**config.mk**
```make
export PLATFORM = sky130hd
export DESIGN_NAME = uart_bit_timer
export DESIGN_NICKNAME = d
export VERILOG_FILES = /design/src/rtl/uart_bit_timer.sv
export SDC_FILE = /design/constraint.sdc
export NUM_CORES = 1
export LEC_CHECK = 0
export ABC_AREA = 0
export ABC_CLOCK_PERIOD_IN_PS = 2900
export BUFFER_PORTS_ARGS = -buffer_cell sky130_fd_sc_hd__buf_2
export CORE_MARGIN = 3
export CORE_UTILIZATION = 40
export CTS_CLUSTER_SIZE = 16
export DETAILED_ROUTE_END_ITERATION = 12
export PLACE_DENSITY = 0.68
export SLEW_MARGIN = 20
export SYNTH_ARGS = -nofsm -noshare
export SYNTH_HDL_FRONTEND = slang
export SYNTH_SLANG_ARGS = --single-unit
export TNS_END_PERCENT = 100
```
**constraint.sdc**
```tcl
create_clock -name clk -period 2.9 [get_ports clk]
set_input_delay 0.145 -clock clk [delete_from_list [all_inputs] [get_ports clk]]
set_output_delay 0.145 -clock clk [all_outputs]
set_load 0.1 [all_outputs]
```
**src/rtl/uart_bit_timer.sv**
```systemverilog
`timescale 1ns/1ps
// uart_bit_timer
// Mid-bit sample timer for the UART receiver. When the RCU raises
// enable_timer while the timer is idle, the frame configuration is latched
// and the timer emits one shift_strobe in the middle of every bit after the
// start bit, with packet_done riding on the final strobe. enable_timer is a
// level: holding it low while running aborts the frame, and after a frame
// completes the timer parks in HOLD until enable_timer is released, so a
// still-asserted enable cannot retrigger a second frame.
module uart_bit_timer #(
    parameter int CNT_WIDTH  = 14,
    parameter int MIN_PERIOD = 4
) (
    input  logic                 clk,
    input  logic                 n_rst,
    input  logic                 enable_timer,
    input  logic [CNT_WIDTH-1:0] bit_period,
    input  logic [3:0]           data_size,
    input  logic                 parity_en,
    input  logic                 two_stop,
    output logic                 shift_strobe,
    output logic                 packet_done,
    output logic [3:0]           bit_index,
    output logic                 busy
);

    localparam logic [1:0] IDLE = 2'd0;
    localparam logic [1:0] RUN  = 2'd1;
    localparam logic [1:0] HOLD = 2'd2;

    // One extra bit so that P + P/2 never wraps, even for an all-ones period.
    localparam logic [CNT_WIDTH:0] MIN_P = (CNT_WIDTH + 1)'(MIN_PERIOD);

    logic [1:0]           state;
    logic [CNT_WIDTH:0]   countdown;
    logic [CNT_WIDTH:0]   period;
    logic [3:0]           num_bits;

    logic [CNT_WIDTH:0]   p_ext;
    logic [CNT_WIDTH:0]   p_clamped;
    logic [CNT_WIDTH:0]   first_load;
    logic [3:0]           d_clamped;
    logic [3:0]           n_total;
    logic [3:0]           next_index;

    // Frame parameters as they would be latched at a start edge.
    always_comb begin
        p_ext      = {1'b0, bit_period};
        p_clamped  = (p_ext < MIN_P) ? MIN_P : p_ext;
        // Skip the whole start bit and land half a bit into the first data bit.
        first_load = p_clamped + (p_clamped >> 1) - 1'b1;
        if (data_size < 4'd5) begin
            d_clamped = 4'd5;
        end else if (data_size > 4'd8) begin
            d_clamped = 4'd8;
        end else begin
            d_clamped = data_size;
        end
        // Data + optional parity + first stop + optional second stop.
        n_total    = d_clamped + {3'b000, parity_en} + 4'd1 + {3'b000, two_stop};
        next_index = bit_index + 4'd1;
    end

    // Frame sequencer: start/abort/hold control, bit countdown and output pulses.
    always_ff @(posedge clk) begin
        if (!n_rst) begin
            state        <= IDLE;
            countdown    <= '0;
            period       <= '0;
            num_bits     <= '0;
            shift_strobe <= 1'b0;
            packet_done  <= 1'b0;
            bit_index    <= '0;
            busy         <= 1'b0;
        end else begin
            shift_strobe <= 1'b0;
            packet_done  <= 1'b0;
            case (state)
                IDLE: begin
                    busy <= 1'b0;
                    if (enable_timer) begin
                        state     <= RUN;
                        period    <= p_clamped;
                        num_bits  <= n_total;
                        countdown <= first_load;
                        bit_index <= '0;
                        busy      <= 1'b1;
                    end
                end
                RUN: begin
                    if (!enable_timer) begin
                        // Abort: no pulse on the abort cycle.
                        state     <= IDLE;
                        countdown <= '0;
                        busy      <= 1'b0;
                    end else if (countdown != '0) begin
                        countdown <= countdown - 1'b1;
                    end else begin
                        shift_strobe <= 1'b1;
                        bit_index    <= next_index;
                        countdown    <= period - 1'b1;
                        // busy stays high through the done cycle and drops one later.
                        if (next_index == num_bits) begin
                            packet_done <= 1'b1;
                            state       <= HOLD;
                            countdown   <= '0;
                        end
                    end
                end
                HOLD: begin
                    busy <= 1'b0;
                    if (!enable_timer) begin
                        state <= IDLE;
                    end
                end
                default: begin
                    state <= IDLE;
                    busy  <= 1'b0;
                end
            endcase
        end
    end

endmodule

```
==> flow_summary_export.csv, run 1 <==
group,metric,value,unit
status,outcome,"finished clean",
worst_setup_path,worstSetupPathType,"primary input to flip-flop",
clock_tree,clock-root-buffer,"clkbuf_8",
synthesis,ys.warnings.count,0,
clock_tree,clkLatencyLatePin,0.31,ns
synthesis,synth_fa_ha_area_share,13.08,%
detailed_routing,post-route-drc-count,0,
synthesis,synth_seq_area_share,23.89,%
worst_setup_path,rr_startpoint,"state[0]",
clock_tree,clk_pin_slew,0.08,ns
timing,max_slew_margin,56.30,%
timing,drv_slew,0,
detailed_routing,num_vias,3424,
power_and_ir_drop,power,2.020,mW
synthesis,synth_compound_area_share,19.94,%
synthesis,synth_edf_count,0,
clock_tree,cts_buffer_depth,2,
detailed_routing,drtAntennaViolNets,0,
floorplanning,dieHeight,99.81,microns
synthesis,synth_xor_area_share,8.710,%
global_routing,grt_usage,19.76,%
synthesis,synth_nets,524,
global_routing,antenna_found_initial,0,
detailed_routing,avgRoutedWirePerCell,15.57,microns
finish,n_antenna_cell,0,
detailed_routing,drt_pass1_iterations,5,
synthesis,ys.flop_type,"dfxtp_1",
synthesis,syn_inst,466,
hold_path,whs_endpoint,"period[0]",
synthesis,ys_ff_latch,42,
floorplanning,start_util,41.99,%
finish,final_cells,612,
clock_tree,cts_inserted_buffers,5,
global_routing,grt_pass1_wl,15940,microns
synthesis,synth-async-reset-ratio,0,%
worst_setup_path,rrSetupSlack,0.51,ns
clock_tree,cts_tree,"yes",
timing,tns,0,ns
power_and_ir_drop,leakagePower,1.774,nW
global_routing,grt_max_degree,28,
timing,fmax,372.6,MHz
clock_tree,post_cts_buffers,0,
worst_setup_path,reg2reg_to,"countdown[13]",
hold_path,min_path_type,"primary input to flip-flop",
worst_setup_path,worstPathRequired,3.13,ns
run,maxCapViolations,0,
floorplanning,io_pins,30,
hold_path,holdPathStages,3,
timing,min_period,2.684,ns
worst_setup_path,crit_path_end_kind,"flip-flop",
finish,drive_above_1_share,16.17,%
synthesis,synth_top_family_by_area,"simple AND/OR/NAND/NOR gates",
floorplanning,die_area,0.009961,sq mm
worst_setup_path,worst_setup_path_start_kind,"primary input",
detailed_routing,routed_via_density,5.595,
place,hpwl,7324,microns
finish,final_common_cell,"nand2_1",
finish,final_cell_mix,"nand2_1, inv_1, a21oi_1, dfxtp_1, nor2_1",
timing,rsz0062_at_grt,"false",
synthesis,avgSynthCellArea,7.553,sq um
floorplanning,core_area,0.008382,sq mm
synthesis,yosys.area.top_type,"dfxtp_1",
clock_tree,clock-sinks,42,
power_and_ir_drop,p_per_area,500.5,mW/mm^2
worst_setup_path,reg2reg_depth,6,
global_routing,grt_pass1_vias,3290,
timing,setup_viol,0,
timing,hold_viol,0,
synthesis,synth_area,0.003520,sq mm
place,place_congestion,0.9290,
finish,num-nets-final,565,
floorplanning,rows,33,
clock_tree,h-tree-depth,2,
synthesis,ys_types,63,
floorplanning,die_w,99.81,microns
power_and_ir_drop,irDropWorstVdd,0.3017,mV
place,port-buffer-count,29,
finish,synthToLayoutAreaGrowth,14.65,%
timing,fin_worst_skew,0.006885,ns
global_routing,grt.overflow.total,0,
worst_setup_path,worstPathArrival,2.92,ns
finish,fill_cells,813,
timing,worst_pin_slew,0.6495,ns
synthesis,yosys.area.top_type_share,23.89,%
place,dp_cells,605,
timing,fin_crit_sh,92.55,%
hold_path,min_from,"bit_period[0]",
synthesis,yosys.area_share.simple,24.67,%
synthesis,ys_top_cells_by_area,"dfxtp_1, ha_1, xnor2_1, a21oi_1, nand2_1",
detailed_routing,drtIter0Drc,287,
synthesis,muxShareOfSynthArea,1.422,%
worst_setup_path,critPathMaxFanout,2,
detailed_routing,wl,9527,microns
[worst max-delay path, cell delays in order]
cell and delay (ns):
buf_2 0.10, inv_1 0.06, ha_1 0.15, nor4b_4 0.24
a31oi_1 0.15, ha_1 0.31, inv_1 0.04, ha_1 0.22
fa_1 0.41, a211oi_2 0.27, o21ai_0 0.16, a41oi_1 0.27
xnor2_1 0.14, a22oi_1 0.08, a31oi_1 0.16
[worst max path at each step]
stage / startpoint / endpoint / cells past startpoint
2_1_floorplan: bit_period[13] / countdown[11] / 15
3_3_place_gp: bit_period[13] / countdown[11] / 15
3_5_place_dp: bit_period[13] / countdown[11] / 16
4_1_cts: bit_period[13] / countdown[11] / 16
5_1_grt: bit_period[13] / countdown[11] / 15
6_report: bit_period[13] / countdown[11] / 15
[power breakdown]
group / switching [mW] / total, mW / internal, mW
Combinational: 0.473 / 0.825 / 0.351
Sequential: 0.0781 / 0.712 / 0.634
Clock: 0.207 / 0.482 / 0.276
[final cells by class]
class | instances | area, sq um | share of cell area, %
multi-input cells | 353 | 2419 | 59.94
flip-flops and latches | 42 | 840.8 | 20.84
repair buffers | 56 | 347.8 | 8.620
inverters | 49 | 183.9 | 4.558
well taps | 105 | 131.4 | 3.256
clock buffers | 6 | 82.58 | 2.047
clock inverters | 1 | 30.03 | 0.7442
[repair_timing]
item | 4_1_cts | 5_1_grt
setup endpoints to repair | 0 | 4
hold buffers | 0 | 0
gates resized for setup | 0 | 4
[per-layer routing]
layer	track usage [%]	up-vias	wire length, microns
li1	-	1705	-
met1	27.32	1565	4266
met2	31.50	124	4379
met3	2.502	30	598
met4	7.353	0	282
met5	0	-	0
[cells in the mapped netlist (5+ instances only)]
library cell and instances:
dfxtp_1 42, a31oi_1 8, nand2_1 52, clkbuf_1 14, buf_2 5, nor4_1 5, or3_1 6, ha_1 32
inv_1 48, nand3_1 16, a21oi_1 42, a211oi_1 5, o21ai_0 24, nor2_1 33, xnor2_1 25, nor3_1 12
xor2_1 10, mux2i_1 5, a21o_1 5
[cells by family after synthesis]
family / count (synthesis)
multiplexers: 5
XOR/XNOR: 35
AND/OR/NAND/NOR: 164
buffers and inverters: 71
flip-flops: 42
AO/OA/AOI/OAI: 114
adder cells (fa/ha/maj): 35
[stage by stage]
stage	cell area [sq um]	hold slack, ns	worst slack (ns)	util [%]
after floorplan	3526	0.2611	0.004324	-
after global placement	3897	0.4615	-0.08394	46.50
after detailed placement	3897	0.4663	-0.1497	46.50
after CTS	4010	0.1453	0.1549	47.84
after global routing	4035	0.1462	0.008429	48.14
final	4035	0.1406	0.2162	48.14
[registers in the layout, summed over array words and instances (netlist names)]
register and count:
countdown 15, period 14, bit_index 4, num_bits 4
state 2, busy 1, packet_done 1, shift_strobe 1
No activity file was read; power rests on OpenSTA's default activity.
==> run 2, diff against run 1 <==
Settings changed: ABC_CLOCK_PERIOD_IN_PS 2900 to 2300.
Clock period 2.9 ns to 2.3 ns, I/O delays scaled along.
==> flow_summary_export.csv, run 2 (synthesis results as in run 1) <==
group,metric,value,unit
clock_tree,h-tree-depth,2,
status,outcome,"complete, but fails checks",
global_routing,grt.overflow.total,0,
finish,n_antenna_cell,0,
clock_tree,clock-root-buffer,"clkbuf_8",
clock_tree,clock-sinks,42,
detailed_routing,wl,9934,microns
timing,worst_pin_slew,0.4889,ns
timing,finalWorstSetupSlack,-0.1300,ns
detailed_routing,routed_via_density,5.602,
global_routing,grt_pass1_wl,16380,microns
worst_setup_path,worstPathRequired,2.49,ns
global_routing,grt_max_degree,28,
detailed_routing,drtIter0Drc,220,
floorplanning,core_area,0.008382,sq mm
finish,final_common_cell,"nand2_1",
finish,synthToLayoutAreaGrowth,23.43,%
detailed_routing,post-route-drc-count,0,
floorplanning,rows,33,
global_routing,antenna_found_initial,0,
power_and_ir_drop,p_per_area,589.9,mW/mm^2
place,dp_slack,-0.5467,ns
finish,num-nets-final,583,
status,violations,"negative setup slack",
floorplanning,die_w,99.81,microns
floorplanning,start_util,41.99,%
place,port-buffer-count,29,
finish,final_cell_mix,"nand2_1, buf_4, inv_1, a21oi_1, dfxtp_1",
finish,drive_above_1_share,24.33,%
worst_setup_path,worst_setup_path_start_kind,"primary input",
floorplanning,die_area,0.009961,sq mm
timing,fin_worst_skew,0.004723,ns
finish,fill_cells,790,
run,maxCapViolations,0,
timing,hold_viol,0,
worst_setup_path,critPathMaxFanout,3,
timing,setup_viol,6,
timing,min_period,2.430,ns
timing,max_slew_margin,67.63,%
clock_tree,clk_pin_slew,0.08,ns
timing,fmax,411.5,MHz
worst_setup_path,worstSetupPathType,"primary input to flip-flop",
clock_tree,clkLatencyLatePin,0.29,ns
finish,top_regs,"countdown: 15 flops, period: 14 flops",
clock_tree,hold_buffers,0,
place,place_congestion,0.9247,
clock_tree,cts_inserted_buffers,5,
floorplanning,io_pins,30,
detailed_routing,avgRoutedWirePerCell,15.74,microns
place,hpwl,7787,microns
global_routing,grt_pass1_vias,3468,
timing,rsz0062_at_grt,"true",
detailed_routing,drtAntennaViolNets,0,
finish,regMostFlops,"countdown",
timing,drv_slew,0,
timing,fin_crit_sh,105.7,%
finish,largest_reg_flops,15,
worst_setup_path,crit_path_end_kind,"flip-flop",
global_routing,grt_usage,20.08,%
power_and_ir_drop,power,2.563,mW
power_and_ir_drop,leakagePower,1.880,nW
clock_tree,cts_tree,"yes",
power_and_ir_drop,irDropWorstVdd,0.3431,mV
worst_setup_path,worstPathArrival,2.62,ns
detailed_routing,drt_pass1_iterations,5,
clock_tree,cts_buffer_depth,2,
floorplanning,dieHeight,99.81,microns
detailed_routing,num_vias,3535,
hold_path,min_path_type,"primary input to flip-flop",
[run 2: cell count changes in the layout (fill, tap and decap cells not counted), sizes merged]
cell,previous run,this run
buf,56,74
clkinv,1,2
clkinvlp,0,1
bufinv,1,0
[run 2: through the flow]
stage                     area (sq um)  hold slack [ns]  utilization [%]  std cells  TNS, ns
after detailed placement          4118           0.4270            49.13        620   -4.588
after CTS                         4279           0.1131            51.05        629  -0.4795
after global routing              4344           0.1296            51.83        631   -1.302
after global placement            4118           0.4262            49.13        620   -3.883
final                             4344           0.1191            51.83        631  -0.4496
after floorplan                   3635           0.2311                -        466  -0.5542
[run 2: final timing paths]
path         depth (start not counted)           start           end  slack [ns]
max                                 15  bit_period[13]  countdown[7]       -0.13
min                                  3    enable_timer      state[1]        0.12
max reg2reg                          8    countdown[0]  countdown[9]        0.16
min reg2reg                          1    bit_index[2]  bit_index[2]        0.48
[run 2: critical path, stage by stage]
cell and delay, ns:
buf_12 0.12, inv_16 0.04, ha_4 0.11, nor4b_4 0.24
a31oi_2 0.16, ha_1 0.31, inv_2 0.04, ha_4 0.15
fa_2 0.35, a211oi_2 0.23, o21bai_1 0.09, a21oi_1 0.16
xor2_1 0.19, a21oi_1 0.09, o221a_1 0.22
[run 2: cell type report]
class	instances	area (sq um)	share of cell area [%]
clock buffers	6	82.58	1.901
multi-input cells	353	2547	58.64
repair buffers	74	511.7	11.78
inverters	49	207.7	4.781
well taps	105	131.4	3.024
clock inverters	2	12.51	0.2880
flip-flops and latches	42	850.8	19.59
[run 2: power by group]
| group | internal (mW) | switching, mW | leakage, nW |
|---|---|---|---|
| Sequential | 0.798 | 0.0987 | 0.349 |
| Combinational | 0.524 | 0.637 | 1.48 |
| Clock | 0.242 | 0.263 | 0.0472 |
| Total | 1.56 | 0.999 | 1.88 |
[run 2: metal layers]
metal  vias up  wire length (microns)  share of wire (%)  track usage, %
met3        22                    449                4.5           3.266
met4         0                    251                2.5           7.353
met1      1665                   4562                 46           26.51
met5         -                      0                  0               0
met2       106                   4671                 47           33.04
li1       1742                      -                  -               -
[run 2: timing repair]
item,in CTS,in global routing
gates resized for setup,15,12
buffers inserted,1,3
pin swaps,23,20
setup endpoints to repair,9,10
